## src/rtl/cpu_pkg.sv

```systemverilog
// Shared CPU definitions: next-PC select codes (common with the control unit) and
// the fetch-unit state encoding.
package cpu_pkg;

    localparam logic [1:0] PCSRC_SEQ = 2'b00;
    localparam logic [1:0] PCSRC_BR  = 2'b01;
    localparam logic [1:0] PCSRC_JR  = 2'b10;
    localparam logic [1:0] PCSRC_J   = 2'b11;

    typedef enum logic [1:0] {
        StIdle,
        StReq,
        StHold
    } fetch_state_e;

    // Branch immediate in bytes: sign-extended word offset.
    function automatic logic [31:0] br_offset(input logic [15:0] imm);
        return {{14{imm[15]}}, imm, 2'b00};
    endfunction

endpackage

```

## src/rtl/ifu_fetch_if.sv

```systemverilog
// Instruction-memory request/acknowledge bus between the fetch unit and memory.
interface ifu_fetch_if;

    logic        imem_req;
    logic [31:0] imem_addr;
    logic        imem_ack;
    logic [31:0] imem_rdata;

    modport master (
        output imem_req,
        output imem_addr,
        input  imem_ack,
        input  imem_rdata
    );

    modport slave (
        input  imem_req,
        input  imem_addr,
        output imem_ack,
        output imem_rdata
    );

endinterface

```

## src/rtl/npc_calc.sv

```systemverilog
// Combinational next-PC selection; only inst[25:0] is needed for the branch and
// jump targets.
module npc_calc
    import cpu_pkg::*;
(
    input  logic [31:0] pc_i,
    input  logic [25:0] inst_i,
    input  logic [31:0] ra_data_i,
    input  logic [1:0]  pcsource_i,
    output logic [31:0] npc_o,
    output logic        misalign_o
);

    logic [31:0] pc4;

    assign pc4 = pc_i + 32'd4;

    always_comb begin
        npc_o      = pc4;
        misalign_o = 1'b0;
        unique case (pcsource_i)
            PCSRC_SEQ: npc_o = pc4;
            PCSRC_BR:  npc_o = pc4 + br_offset(inst_i[15:0]);
            PCSRC_JR: begin
                npc_o      = {ra_data_i[31:2], 2'b00};
                misalign_o = (ra_data_i[1:0] != 2'b00);
            end
            PCSRC_J:   npc_o = {pc4[31:28], inst_i, 2'b00};
            default:   npc_o = pc4;
        endcase
    end

endmodule

```

## src/rtl/ifu_fetch.sv

```systemverilog
// Instruction fetch unit: owns the PC, fetches over a req/ack bus, holds the
// instruction for decode and advances the PC when the instruction commits.
module ifu_fetch
    import cpu_pkg::*;
#(
    parameter logic [31:0] RESET_PC    = 32'h0000_0000,
    parameter int unsigned ACK_TIMEOUT = 255
) (
    input  logic               clk,
    input  logic               clrn,
    ifu_fetch_if.master        imem,
    input  logic [1:0]         pcsource,
    input  logic [31:0]        ra_data,
    input  logic               commit,
    output logic [31:0]        inst,
    output logic [31:0]        pc,
    output logic [31:0]        pc4,
    output logic               inst_valid,
    output logic               misalign_err,
    output logic               fetch_err
);

    localparam logic [7:0] TimeoutLast = 8'(ACK_TIMEOUT - 1);

    fetch_state_e state_q, state_d;
    logic [31:0]  pc_q, pc_d;
    logic [31:0]  inst_q, inst_d;
    logic         valid_q, valid_d;
    logic         mis_q, mis_d;
    logic         ferr_q, ferr_d;
    logic [7:0]   cnt_q, cnt_d;

    logic [31:0]  npc;
    logic         npc_misalign;

    npc_calc u_npc_calc (
        .pc_i       (pc_q),
        .inst_i     (inst_q[25:0]),
        .ra_data_i  (ra_data),
        .pcsource_i (pcsource),
        .npc_o      (npc),
        .misalign_o (npc_misalign)
    );

    always_comb begin
        state_d       = state_q;
        pc_d          = pc_q;
        inst_d        = inst_q;
        valid_d       = valid_q;
        mis_d         = mis_q;
        ferr_d        = ferr_q;
        cnt_d         = cnt_q;
        imem.imem_req = 1'b0;
        unique case (state_q)
            StIdle: state_d = StReq;
            StReq: begin
                imem.imem_req = 1'b1;
                if (imem.imem_ack) begin
                    inst_d  = imem.imem_rdata;
                    valid_d = 1'b1;
                    cnt_d   = 8'd0;
                    state_d = StHold;
                end else if (cnt_q == TimeoutLast) begin
                    // Flag and keep retrying the same address.
                    ferr_d = 1'b1;
                    cnt_d  = 8'd0;
                end else begin
                    cnt_d = cnt_q + 8'd1;
                end
            end
            StHold: begin
                if (commit) begin
                    pc_d    = npc;
                    valid_d = 1'b0;
                    cnt_d   = 8'd0;
                    mis_d   = mis_q | npc_misalign;
                    state_d = StReq;
                end
            end
            default: state_d = StIdle;
        endcase
    end

    always_ff @(posedge clk or negedge clrn) begin
        if (!clrn) begin
            state_q <= StIdle;
            pc_q    <= RESET_PC;
            inst_q  <= 32'd0;
            valid_q <= 1'b0;
            mis_q   <= 1'b0;
            ferr_q  <= 1'b0;
            cnt_q   <= 8'd0;
        end else begin
            state_q <= state_d;
            pc_q    <= pc_d;
            inst_q  <= inst_d;
            valid_q <= valid_d;
            mis_q   <= mis_d;
            ferr_q  <= ferr_d;
            cnt_q   <= cnt_d;
        end
    end

    assign imem.imem_addr = pc_q;
    assign inst           = inst_q;
    assign pc             = pc_q;
    assign pc4            = pc_q + 32'd4;
    assign inst_valid     = valid_q;
    assign misalign_err   = mis_q;
    assign fetch_err      = ferr_q;

endmodule

```

## src/flat_wrapper.sv

```systemverilog
// flat-port wrapper written by rule: the top's interface ports become plain ports
module ifu_fetch_flat import cpu_pkg::*;
#(
    parameter logic [31:0] RESET_PC    = 32'h0000_0000,
    parameter int unsigned ACK_TIMEOUT = 255
)
  (clk, clrn, pcsource, ra_data, commit, inst, pc, pc4, inst_valid, misalign_err, fetch_err, imem_imem_req, imem_imem_addr, imem_imem_ack, imem_imem_rdata);
  ifu_fetch_if imem_i ();
  input  logic clk;
  input  logic clrn;
  input  logic [1:0] pcsource;
  input  logic [31:0] ra_data;
  input  logic commit;
  output logic [31:0] inst;
  output logic [31:0] pc;
  output logic [31:0] pc4;
  output logic inst_valid;
  output logic misalign_err;
  output logic fetch_err;
  output wire logic [$bits(imem_i.imem_req)-1:0] imem_imem_req;
  output wire logic [$bits(imem_i.imem_addr)-1:0] imem_imem_addr;
  input wire logic [$bits(imem_i.imem_ack)-1:0] imem_imem_ack;
  input wire logic [$bits(imem_i.imem_rdata)-1:0] imem_imem_rdata;
  assign imem_imem_req = imem_i.imem_req;
  assign imem_imem_addr = imem_i.imem_addr;
  assign imem_i.imem_ack = imem_imem_ack;
  assign imem_i.imem_rdata = imem_imem_rdata;
  ifu_fetch #(.RESET_PC(RESET_PC), .ACK_TIMEOUT(ACK_TIMEOUT)) u_core (.clk(clk), .clrn(clrn), .imem(imem_i), .pcsource(pcsource), .ra_data(ra_data), .commit(commit), .inst(inst), .pc(pc), .pc4(pc4), .inst_valid(inst_valid), .misalign_err(misalign_err), .fetch_err(fetch_err));
endmodule
```

## config.mk

```make
export PLATFORM = sky130hd
export DESIGN_NAME = ifu_fetch_flat
export DESIGN_NICKNAME = d
export VERILOG_FILES = /design/src/rtl/cpu_pkg.sv /design/src/rtl/ifu_fetch_if.sv /design/src/rtl/npc_calc.sv /design/src/rtl/ifu_fetch.sv /design/src/flat_wrapper.sv
export SDC_FILE = /design/constraint.sdc
export NUM_CORES = 1
export LEC_CHECK = 0
export BUFFER_PORTS_ARGS = -buffer_cell sky130_fd_sc_hd__buf_4
export CORE_ASPECT_RATIO = 0.9
export CORE_UTILIZATION = 47
export DETAILED_ROUTE_END_ITERATION = 10
export PLACE_DENSITY = 0.78
export SLEW_MARGIN = 25
export SYNTH_ARGS = -nofsm -noshare
export SYNTH_HDL_FRONTEND = slang
export SYNTH_SLANG_ARGS = --single-unit
```

## constraint.sdc

```tcl
create_clock -name clk -period 3.9 [get_ports clk]
set_input_delay 0.195 -clock clk [delete_from_list [all_inputs] [get_ports clk]]
set_output_delay 0.195 -clock clk [all_outputs]
set_load 0.02 [all_outputs]
```

## Yosys cells after proc, flatten, opt, wreduce, memory -nomap -nowiden

Index checks and enable logic that the tools add are counted.
W data, S select, Z words.

- Register bits after elaboration: 77
- Output and inout bits: 132
- Logic and storage cells: 43

- Add/subtract/negate cells: 3
- Eq/ne operators: 8
- Muxes and demuxes: 13
- Bitwise logic cells: 2
- Reductions and logical operators: 10

Operators with widths:

| operator | number |
|---|---|
| $pmux W32 S4 | 1 |
| $add A32 B3 Y32 const B | 1 |
| $add A32 B32 Y32 | 1 |
| $mux W8 | 3 |
| $pmux W8 S2 | 1 |
| $add A8 B1 Y8 const B | 1 |
| $eq A8 B8 Y1 const B | 1 |
| $reduce_and A2 Y1 | 4 |
| $eq A2 B2 Y1 const B | 3 |
| $pmux W2 S3 | 1 |
| $reduce_and A3 Y1 | 2 |
| $eq A2 B1 Y1 const B | 2 |
| $logic_not A2 Y1 | 2 |
| $mux W1 | 4 |
| $mux W2 | 2 |
| $ne A2 B2 Y1 const B | 2 |
| $reduce_bool A2 Y1 | 2 |
| $pmux W1 S2 | 1 |
| $not A1 Y1 | 1 |
| $or A1 B1 Y1 | 1 |

## Logic depth before layout (Yosys ltp)

Gate-level depths: netlist of the first run.

- Word-level depth: 4
- Gate-level depth with buffers: 17

## Modules after synthesis

Synthesis of the first run repeated with hierarchy kept, for this count alone.

- Cell total of the unflattened synthesis: 759
- Area total of the unflattened synthesis: 6,802.8 µm²

By module, submodules not included:

| module | instances | cells each | area each (µm²) | seq. area each (µm²) |
|---|---|---|---|---|
| ifu_fetch | 1 | 380 | 3,818.7 | 1,926.8 |
| npc_calc | 1 | 379 | 2,984.1 | 0.0 |

## Worst setup path after synthesis of the first run

No wires, ideal clock.

- Path kind: reg2reg
- Start point: register u_core.pc_q[10], in the netlist u_core.imem.imem_addr[10]
- End point: register u_core.pc_q[31], in the netlist u_core.imem.imem_addr[31]
- Arrival: 4.108 ns
- Path slack: -0.334 ns
- Cell stages (with the launch flop): 16
- Path buffers: 1
- Cell sequence: dfrtp_1 -> clkbuf_1 -> and4_1 -> and3_1 -> nand3_1 -> nor2_1 -> xor2_1 -> ha_1 -> a21o_1 -> a2111oi_1 -> a311oi_2 -> o2111ai_1 -> a221oi_2 -> mux2i_1 -> xor2_1 -> a221o_1

- Cells in the longest elaborated chain, start to end: 3

Ends and longest elaborated chain:

| what | line | source |
|---|---|---|
| from (decl) | ifu_fetch.sv:26 | `logic [31:0] pc_q, pc_d;` |
| from (signal assigned) | ifu_fetch.sv:95 | `pc_q <= pc_d;` |
| $add A32 B3 Y32 | n/a |  |
| via pc4[18] | flat_wrapper.sv:16 | `output logic [31:0] pc4;` |
| $add A32 B32 Y32 | npc_calc.sv:23 | `PCSRC_BR: npc_o = pc4 + br_offset(inst_i[15:0]);` |
| $pmux W32 S4 | npc_calc.sv:21 | `unique case (pcsource_i)` |

The timed path passes the listed nets, and every way through them passes these cells.
A chain may end at the register's enable or synchronous reset.

## Worst setup path in the final report of the first run

- Start point: register u_core.pc_q[6], in the netlist u_core.imem.imem_addr[6]
- End point: register u_core.pc_q[24], in the netlist u_core.imem.imem_addr[24]

- Cells in the longest elaborated chain, start to end: 3

Ends and longest elaborated chain:

| what | line | source |
|---|---|---|
| $add A32 B3 Y32 * | npc_calc.sv:16 | `assign pc4 = pc_i + 32'd4;` |
| $add A32 B32 Y32 | npc_calc.sv:23 |  |
| $pmux W32 S4 * | npc_calc.sv:21 |  |

Every way passes the cells marked *; elsewhere a longest branch is shown, timed or not.

==> results of run 1 <==
[per-stage QoR]
stage | TNS [ns] | setup slack [ns] | power [mW]
after floorplan | 0 | 0.0133 | 5.55
after global placement | 0 | 0.130 | 7.44
after detailed placement | -0.0237 | -0.0237 | 7.54
after CTS | -0.0248 | -0.0248 | 8.39
after global routing | -0.0349 | -0.0349 | 9.35
final | 0 | 0.103 | 8.80
[cell families (layout without fill, tap and decap cells)]
kind of cell,count (synthesis),count (layout),synth area share
AO/OA/AOI/OAI,159,159,0.167
XOR/XNOR,53,53,0.0761
adder cells (fa/ha/maj),37,37,0.0771
buffers and inverters,74,279,0.0687
flip-flops,75,75,0.308
multiplexers,62,62,0.138
other,1,6,0.000614
AND/OR/NAND/NOR,214,214,0.165
[final timing paths]
kind / endpoint / cells after the start
setup / recovery: u_core.imem.imem_addr[24]$_DFFE_PN0P_ / 18
hold / removal: u_core.state_q[1]$_DFFE_PN0P_ / 2
setup reg to reg: u_core.imem.imem_addr[24]$_DFFE_PN0P_ / 18
hold reg to reg: u_core.fetch_err$_DFFE_PN0P_ / 1
max in group asynchronous: u_core.imem.imem_addr[5]$_DFFE_PN0P_ / 2
min in group asynchronous: u_core.inst[3]$_DFFE_PN0P_ / 2
[sequential cells by signal, summed over array words and instances, names as in the netlist]
name                   cells
u_core.inst               32
u_core.inst_valid          1
u_core.cnt_q               8
u_core.fetch_err           1
u_core.state_q             2
u_core.imem.imem_addr     30
u_core.misalign_err        1
[area by class of cell]
class	instances	area, sq um	share of cell area
Clock buffer	9	225	0.0267
Clock inverter	7	56.3	0.00668
Inverter	12	45.0	0.00534
Multi-Input combinational cell	531	4120	0.489
Sequential cell	75	1880	0.223
Tap cell	164	205	0.0243
Timing Repair Buffer	251	1900	0.225
[worst reg2reg max path, cell delays in order, from the launching register on]
cell	delay, ns
dfrtp_2	0.36
and3_4	0.19
and4_4	0.24
nand3_4	0.10
inv_2	0.08
buf_4	0.11
nand2_2	0.07
xnor2_2	0.17
ha_4	0.31
buf_4	0.11
and4_1	0.21
nand3_1	0.09
a21oi_1	0.18
nor3_1	0.11
o41ai_1	0.59
and3_1	0.30
mux2i_1	0.09
a221oi_1	0.34
a21o_1	0.12
[power breakdown]
group          internal (mW)  switching, mW  leakage, nW
Combinational           2.92           3.46         3.01
Sequential              1.12          0.480        0.909
Clock                  0.442          0.372        0.143
[cell usage after synthesis (all sizes together), types with 5 or more instances]
library cell  instances  area, sq um
nand2b                9         56.3
inv                  12         45.0
and3                 14         87.6
nand3                23          115
nand2                80          300
a21oi                46          230
buf                  45          310
xnor2                32          280
o21ai                38          190
xor2                 21          184
mux2                 35          394
nand4                 8         50.1
mux4                 14          315
nor3                  7         35.0
dfrtp                75         1880
a21o                 21          158
o31ai                 8         60.1
clkbuf               17         63.8
and2                  5         31.3
nor2                 45          169
ha                   36          450
a211oi                6         45.0
mux2i                13          130
nor2b                 7         43.8
[metal layers]
layer | GRT usage | vias up | routed length [um]
met4 | 0.0932 | 0 | 314
met1 | 0.387 | 2957 | 8330
met3 | 0.0679 | 29 | 1650
met5 | 0 | - | 0
met2 | 0.449 | 289 | 9120
li1 | - | 2819 | -
[repair_timing]
action	in CTS	in global routing
setup endpoints to repair	1	7
setup buffers	0	8
pin swaps	0	20
hold endpoints to repair	0	75
cloned	0	0
hold buffers	0	1
gates resized for setup	0	38
==> flow_metrics.tcl, run 1 <==
set metrics [dict create \
    placementRows 39 \
    max_slew_margin 0.447 \
    place_area_sq_mm 0.00790 \
    fillers 1038 \
    worst_pin_slew_ns 0.823 \
    ant_nets 0 \
    synth_cells 675 \
    place_inst 1024 \
    path_cells "and3_4, and4_4, nand3_4, inv_2, buf_4, nand2_2, xnor2_2, ha_4, buf_4, and4_1, nand3_1, a21oi_1, nor3_1, o41ai_1, and3_1, mux2i_1, a221oi_1, a21o_1" \
    synth-edff-count 0 \
    fmax_mhz 263 \
    die_w_um 122 \
    drc 0 \
    die_h_um 110 \
    synth_top_flop_cell "dfrtp_1" \
    clock_latency_ns 0.35 \
    vias 6094 \
    dieArea_sq_mm 0.0134 \
    postSynth.asyncResetShare 1.00 \
    hold_viol 0 \
    wirelength_um 19400 \
    worstReg2RegStart "u_core.imem.imem_addr[6]$_DFFE_PN0P_" \
    mostFrequentLayoutCell "buf_4" \
    max_stage_delay_ns 0.59 \
    cp_data_arrival_time_ns 4.09 \
    antenna_cells 0 \
    first_global_vias 5586 \
    grtUsageTotal 0.286 \
    path_buf_inv 3 \
    finalCritPeriodShare 0.974 \
    start_util 0.481 \
    final_cell_area_sq_mm 0.00843 \
    cp_max_fo 5 \
    drt_iter0_markers 481 \
    finalSetupViolCount 0 \
    routedWlPerCell_um 18.5 \
    h-tree-depth 3 \
    io_buffer_count 195 \
    hp-class "in2reg" \
    cpMostUsedCell "buf_4" \
    cts_tree "built" \
    fin_util 0.665 \
    critPathLaunchType "flip-flop" \
    cts_sinks 75 \
    rsz0062_at_grt "yes" \
    grt_max_degree 76 \
    drt_pre_antenna_iters 5 \
    power_density_mw_per_mm2 1040 \
    required_ns 4.19 \
    ys_types 59 \
    rrSetupSlack_ns 0.10 \
    worstSetupEndpointType "flip-flop" \
    viasPerCell 5.81 \
    gp_congestion 0.975 \
    core_area_sq_mm 0.0127 \
    stdcell_count 1049 \
    ir_drop_uv 485 \
    avgSynthCellArea_sq_um 9.04 \
    worst_hold_slack_ns 0.0405 \
    dp.final_hpwl_um 14600 \
    finClkSkew_ns 0.00997 \
    p_leak_nw 4.06 \
    synth_area_sq_mm 0.00610 \
    cp_top_family "simple AND/OR/NAND/NOR gates" \
    maxCapViolCount 0 \
    grt_pass1_wl_um 29100 \
    critPathKind "reg2reg" \
    synth-seq-area-share 0.308 \
    numCtsBuffers 9 \
    ios 202 \
    ys_seq_elements 75 \
    cts_buffer_depth 2 \
    area_growth_pct 38.2 \
    critPathSlowestCell "o41ai_1" \
    slew_viol_final 0 \
    cts_root_buf "clkbuf_16" \
    grt-ovfl-total 0 \
    min_from "commit" \
    layout-drive-gt1-share 0.416 \
    crit_start "u_core.imem.imem_addr[6]$_DFFE_PN0P_" \
    grt_antenna_before_repair 0 \
    clkTransAtPathRegs_ns 0.07 \
    final_cell_mix "buf_4 (247), nand2_1 (75), dfrtp_1 (71)" \
    final_nets 987 \
    outcome "finished, final reports clean" \
    yosys_warnings 0 \
    finalCriticalPeriod_ns 3.80 \
]
Note: power is estimated with default switching activity, not from simulation.
==> inputs of run 2 (changes only) <==
--- a/config.mk
+++ b/config.mk
@@ -5,11 +5,12 @@
 export SDC_FILE = /design/constraint.sdc
 export NUM_CORES = 1
 export LEC_CHECK = 0
+export ABC_AREA = 1
 export BUFFER_PORTS_ARGS = -buffer_cell sky130_fd_sc_hd__buf_4
 export CORE_ASPECT_RATIO = 0.9
-export CORE_UTILIZATION = 47
+export CORE_UTILIZATION = 49
 export DETAILED_ROUTE_END_ITERATION = 10
-export PLACE_DENSITY = 0.78
+export PLACE_DENSITY = 0.79
 export SLEW_MARGIN = 25
 export SYNTH_ARGS = -nofsm -noshare
 export SYNTH_HDL_FRONTEND = slang
==> run 2 against run 1 <==
Clock power rose by 11%. Largest cell class unchanged. Global-route usage increased by 4.4 points. Critical endpoint is now u_core.imem.imem_addr[26]$_DFFE_PN0P_. Wire length grew 23%. Via count is 26% higher. Maximum frequency increased by 14%.
==> flow_metrics.tcl, run 2 <==
set metrics [dict create \
    outcome "finished, final reports clean" \
    hp-class "in2reg" \
    max_slew_margin 0.376 \
    cts_hold_buf 0 \
    clock_latency_ns 0.35 \
    placementRows 41 \
    io_buffer_count 195 \
    numCtsBuffers 9 \
    drt_iter0_markers 608 \
    grt-ovfl-total 0 \
    power_density_mw_per_mm2 965 \
    start_util 0.505 \
    grtUsageTotal 0.330 \
    finalSetupViolCount 0 \
    clkTransAtPathRegs_ns 0.07 \
    synth_cells 1076 \
    ant_nets 0 \
    final_cell_mix "nand2_1 (347), buf_4 (197), inv_1 (149)" \
    h-tree-depth 3 \
    routedWlPerCell_um 16.6 \
    synth_area_sq_mm 0.00710 \
    grt_pass1_wl_um 37300 \
    yosys.cell_count.top_type "nand2_1" \
    yosys_warnings 0 \
    die_w_um 129 \
    viasPerCell 5.36 \
    slew_viol_final 0 \
    dieArea_sq_mm 0.0150 \
    wirelength_um 23800 \
    total_power_mw 8.50 \
    cts_root_buf "clkbuf_16" \
    finalCritPeriodShare 0.851 \
    avgSynthCellArea_sq_um 6.59 \
    cts_sinks 75 \
    ir_drop_uv 672 \
    ios 202 \
    ys_seq_elements 75 \
    drc 0 \
    max_stage_delay_ns 0.47 \
    rsz0062_at_grt "no" \
    vias 7698 \
    core_area_sq_mm 0.0141 \
    ys_types 47 \
    fin_util 0.627 \
    cts_setup_buffers 0 \
    required_ns 4.15 \
    p_leak_nw 4.88 \
    finalCriticalPeriod_ns 3.32 \
    gp_congestion 0.974 \
    crit_start "u_core.imem.imem_addr[5]$_DFFE_PN0P_" \
    multi_input_area_sq_mm 0.00429 \
    mostFrequentLayoutCell "nand2_1" \
    dp.final_hpwl_um 18600 \
    grt_max_degree 76 \
    worst_pin_slew_ns 0.936 \
    synth_top_flop_cell "dfrtp_1" \
    worstSetupEndpointType "flip-flop" \
    critPathKind "reg2reg" \
    final_nets 1344 \
    critPathSlowestCell "dfrtp_1" \
    area_growth_pct 24.1 \
    cpMostUsedCell "nand2_1" \
    postSynth.asyncResetShare 1.00 \
    first_global_vias 7157 \
    seq_area_sq_mm 0.00188 \
    largest_reg_flops 32 \
    yosysTopAreaCell "dfrtp_1" \
    die_h_um 116 \
    drt_pre_antenna_iters 5 \
    finClkSkew_ns 0.00633 \
    ys_top_cells_by_area "dfrtp_1 (26%), nand2_1 (18%), inv_1 (7.9%)" \
    yosys.area.top_type_share 0.265 \
    cts_tree "built" \
    fillers 1347 \
    min_from "commit" \
    antenna_cells 0 \
    fmax_mhz 301 \
    grt_antenna_before_repair 1 \
    synth-edff-count 0 \
    hold_viol 0 \
    maxCapViolCount 0 \
    cp_data_arrival_time_ns 3.57 \
    cts_buffer_depth 2 \
    synth-seq-area-share 0.265 \
    path_cells "nand2_2, nor2_2, nand2_2, nor2_1, nand2_1, nor2_2, xnor2_1, inv_1, ha_1, nand2_1, nor2_1, inv_1, nor3_1, nand3_1, nand3_1, nand2_1, nand3_1, nand2_1, nand2_1, nand2_1" \
    cts_resized 0 \
    setup_tns_ns 0 \
    worstReg2RegStart "u_core.imem.imem_addr[5]$_DFFE_PN0P_" \
    critPathLaunchType "flip-flop" \
    layout-drive-gt1-share 0.230 \
    yosys-top-cells-count "nand2_1 (348), inv_1 (149), nor2_1 (76)" \
    cp_max_fo 6 \
]
-- run 2: cell count changes in the layout (fill, tap and decap cells not counted), moves of 9 or more --
cell,delta
xnor2_1,-19
nand2_1,+272
inv_1,+138
nand3_1,+48
mux4_2,-14
o21ai_0,+10
buf_4,-50
nor2_1,+35
and3_1,-11
nand4_1,+11
mux2i_1,-13
a21oi_1,+10
a21o_1,-20
nand2b_1,-9
-- run 2: report_power, final --
group | internal [mW] | switching [mW] | leakage (nW) | total [mW]
clock network | 0.509 | 0.398 | 0.153 | 0.907
logic | 2.18 | 3.75 | 3.81 | 5.93
registers | 1.12 | 0.552 | 0.919 | 1.67
-- run 2: cell type report --
cell class,count,area share
sequential,75,0.213
clock buffer,9,0.0256
tap,193,0.0274
multi-input combinational,795,0.488
timing repair buffer,199,0.170
inverter,157,0.0669
clock inverter,7,0.00923
-- run 2: per-layer routing --
| metal | GRT usage | part of all wire | up-vias |
|---|---|---|---|
| li1 | - | - | 3716 |
| met3 | 0.0838 | 0.10 | 52 |
| met4 | 0.114 | 0.024 | 2 |
| met2 | 0.529 | 0.45 | 399 |
| met1 | 0.433 | 0.42 | 3529 |
| met5 | 0 | 0.00076 | - |
-- run 2: worst paths after layout --
kind	cells after the start	slack (ns)	endpoint
min	2	0.04	u_core.state_q[1]$_DFFE_PN0P_
min reg2reg	2	0.47	u_core.inst_valid$_DFFE_PN0P_
min in group asynchronous	2	0.47	u_core.inst[29]$_DFFE_PN0P_
max	20	0.58	u_core.imem.imem_addr[26]$_DFFE_PN0P_
max in group asynchronous	2	2.96	u_core.imem.imem_addr[21]$_DFFE_PN0P_
max reg2reg	20	0.58	u_core.imem.imem_addr[26]$_DFFE_PN0P_
-- run 2: worst max-delay path: cells and delay by family, from the launching register on --
kind / cells / cell delay, ns
xor gates and xnor gates: 1 / 0.17
adders and majority gates: 1 / 0.38
buffers and inverters: 2 / 0.20
DFF: 1 / 0.47
and+or+nand+nor: 16 / 2.00
-- run 2: kinds of logic after synthesis --
kind of cell             synth area share
AO/OA/AOI/OAI                       0.106
flip-flops                          0.265
multiplexers                       0.0476
buffers and inverters               0.133
XOR/XNOR                           0.0354
AND/OR/NAND/NOR                     0.347
other                            0.000528
adder cells (fa/ha/maj)            0.0663
-- run 2: through the flow --
step	cell area, sq um	std cells	worst slack [ns]	hold WS (ns)
after floorplan	7110	1081	1.04	-0.101
after global placement	8490	1418	0.777	0.406
after detailed placement	8490	1418	0.720	0.409
after CTS	8790	1434	0.702	0.0356
after global routing	8810	1435	0.279	0.0645
final	8810	1435	0.581	0.0447
==> inputs of run 3 (changes only) <==
--- a/config.mk
+++ b/config.mk
@@ -6,7 +6,7 @@
 export NUM_CORES = 1
 export LEC_CHECK = 0
 export ABC_AREA = 1
-export BUFFER_PORTS_ARGS = -buffer_cell sky130_fd_sc_hd__buf_4
+export BUFFER_PORTS_ARGS = -buffer_cell sky130_fd_sc_hd__buf_2
 export CORE_ASPECT_RATIO = 0.9
 export CORE_UTILIZATION = 49
 export DETAILED_ROUTE_END_ITERATION = 10
==> run 3 against run 2 <==
Combinational power is 5.6% lower. Critical path depth stayed put. Cell area is 4.8% lower. Wire length is 0.81% higher. Maximum frequency is 1.0% higher. Clock-buffer cell count is 2 higher. Clock power is 9.7% higher. Hold slack better by 0.040 ns. Setup slack better by 0.033 ns. Final cell count is 0.14% higher. Critical path type unchanged. Critical endpoint is now u_core.imem.imem_addr[21]$_DFFE_PN0P_.
==> flow_metrics.tcl, run 3 (synthesized netlist as in run 2, its figures left out) <==
set metrics [dict create \
    outcome "finished, final reports clean" \
    fillers 1359 \
    grt_antenna_before_repair 1 \
    cts_root_buf "clkbuf_16" \
    critPathLaunchType "flip-flop" \
    gp_congestion 0.979 \
    wirelength_um 24000 \
    drc 0 \
    path_buf_inv 4 \
    grt_max_degree 76 \
    cp_data_arrival_time_ns 3.53 \
    io_buffer_count 195 \
    grt-ovfl-total 0 \
    hold_viol 0 \
    total_power_mw 8.24 \
    area_growth_pct 18.2 \
    cts_sinks 75 \
    core_area_sq_mm 0.0141 \
    hp-class "in2reg" \
    rsz0062_at_grt "no" \
    die_h_um 116 \
    ios 202 \
    finalCritPeriodShare 0.843 \
    power_density_mw_per_mm2 983 \
    layout-drive-gt1-share 0.231 \
    p_sw_mw 4.63 \
    routedWlPerCell_um 16.7 \
    critPathSlowestCell "dfrtp_1" \
    finClkSkew_ns 0.00750 \
    drt_pre_antenna_iters 5 \
    dp.final_hpwl_um 18700 \
    drt_iter0_markers 677 \
    max_stage_delay_ns 0.48 \
    clkTransAtPathRegs_ns 0.06 \
    ant_nets 0 \
    cp_max_fo 7 \
    dieArea_sq_mm 0.0150 \
    p_int_mw 3.61 \
    worstSetupEndpointType "flip-flop" \
    critPathKind "reg2reg" \
    largest_reg_flops 32 \
    p_leak_nw 4.77 \
    mostFrequentLayoutCell "nand2_1" \
    placementRows 41 \
    cts_resized 0 \
    slew_viol_final 0 \
    power.share.clock 0.121 \
    finalCriticalPeriod_ns 3.29 \
    seqPwrFrac 0.200 \
    grt_pass1_wl_um 37000 \
    final_cell_mix "nand2_1 (347), buf_2 (194), inv_1 (149)" \
    finalSetupViolCount 0 \
    viasPerCell 5.40 \
    path_cells "ha_1, inv_1, nor2_2, nand2_1, inv_2, nand2_1, xor2_1, inv_1, ha_1, nand2_1, nor2_1, inv_1, nor2_1, nand4_1, nand3_1, nand2_1, nand3_1, o21ai_0, nand2_1, nand2_1" \
    die_w_um 129 \
    fmax_mhz 304 \
    clock_latency_ns 0.34 \
    max_slew_margin 0.364 \
    final_nets 1346 \
    grtUsageTotal 0.329 \
    cts_tree "built" \
    numCtsBuffers 9 \
    vias 7758 \
    maxCapViolCount 0 \
    cts_buffer_depth 2 \
    comb_power_share 0.679 \
    ir_drop_uv 680 \
    setup_tns_ns 0 \
    cpMostUsedCell "nand2_1" \
    p_sw_frac 0.562 \
    cp_top_family "simple AND/OR/NAND/NOR gates" \
    required_ns 4.14 \
    worst_pin_slew_ns 0.951 \
    first_global_vias 7042 \
    start_util 0.505 \
    h-tree-depth 3 \
]
## run 3: area by class of cell
type / instances / area (sq um) / area share
clock buffers: 11 / 253 / 0.0301
multi-input cells: 795 / 4290 / 0.512
flip-flops and latches: 75 / 1880 / 0.224
clock inverters: 4 / 97.6 / 0.0116
well taps: 193 / 241 / 0.0288
inverters: 157 / 589 / 0.0703
repair buffers: 201 / 1030 / 0.123
diodes: 1 / 2.50 / 0.000298
## run 3: layer usage
metal / share of wire / wire length, um / global-route usage / vias up
met4: 0.031 / 735 / 0.123 / 0
met2: 0.44 / 10700 / 0.525 / 440
met1: 0.42 / 9960 / 0.444 / 3536
met5: 0 / 0 / 0 / -
met3: 0.11 / 2610 / 0.0618 / 57
li1: - / - / - / 3725
## run 3: repair_timing
action / CTS / global route
hold buffers: 0 / 1
endpoints found under the hold margin: 0 / 75
buffers inserted: 0 / 0
## run 3: power by group through the flow
stage               clock, mW  sequential, mW  combinational [mW]
floorplan                   0            1.90                3.64
global placement            0            1.62                5.40
detailed placement          0            1.64                5.45
CTS                      1.01            1.63                5.50
global route             1.04            1.69                6.15
finish                  0.995            1.65                5.60
## run 3: per-stage QoR
step	instances	hold WS, ns	utilization	setup slack (ns)	instance area (sq um)
6_report	1437	0.0847	0.596	0.614	8380
5_1_grt	1436	0.0756	0.596	0.359	8380
4_1_cts	1435	0.0566	0.595	0.698	8370
3_5_place_dp	1420	0.422	0.570	0.726	8020
3_3_place_gp	1420	0.421	0.570	0.764	8020
2_1_floorplan	1081	-0.101	-	1.04	7110
## run 3: path summary, 6_finish.rpt
kind / start / endpoint / slack (ns) / cells after the start
min in group asynchronous: clrn / u_core.inst[3]$_DFFE_PN0P_ / 0.47 / 2
hold reg to reg: u_core.misalign_err$_DFFE_PN0P_ / u_core.misalign_err$_DFFE_PN0P_ / 0.48 / 1
hold / removal: imem_imem_rdata[6] / u_core.inst[6]$_DFFE_PN0P_ / 0.08 / 2
setup reg to reg: u_core.imem.imem_addr[2]$_DFFE_PN0P_ / u_core.imem.imem_addr[21]$_DFFE_PN0P_ / 0.61 / 20
setup / recovery: u_core.imem.imem_addr[2]$_DFFE_PN0P_ / u_core.imem.imem_addr[21]$_DFFE_PN0P_ / 0.61 / 20
max in group asynchronous: clrn / u_core.cnt_q[2]$_DFFE_PN0P_ / 2.93 / 2
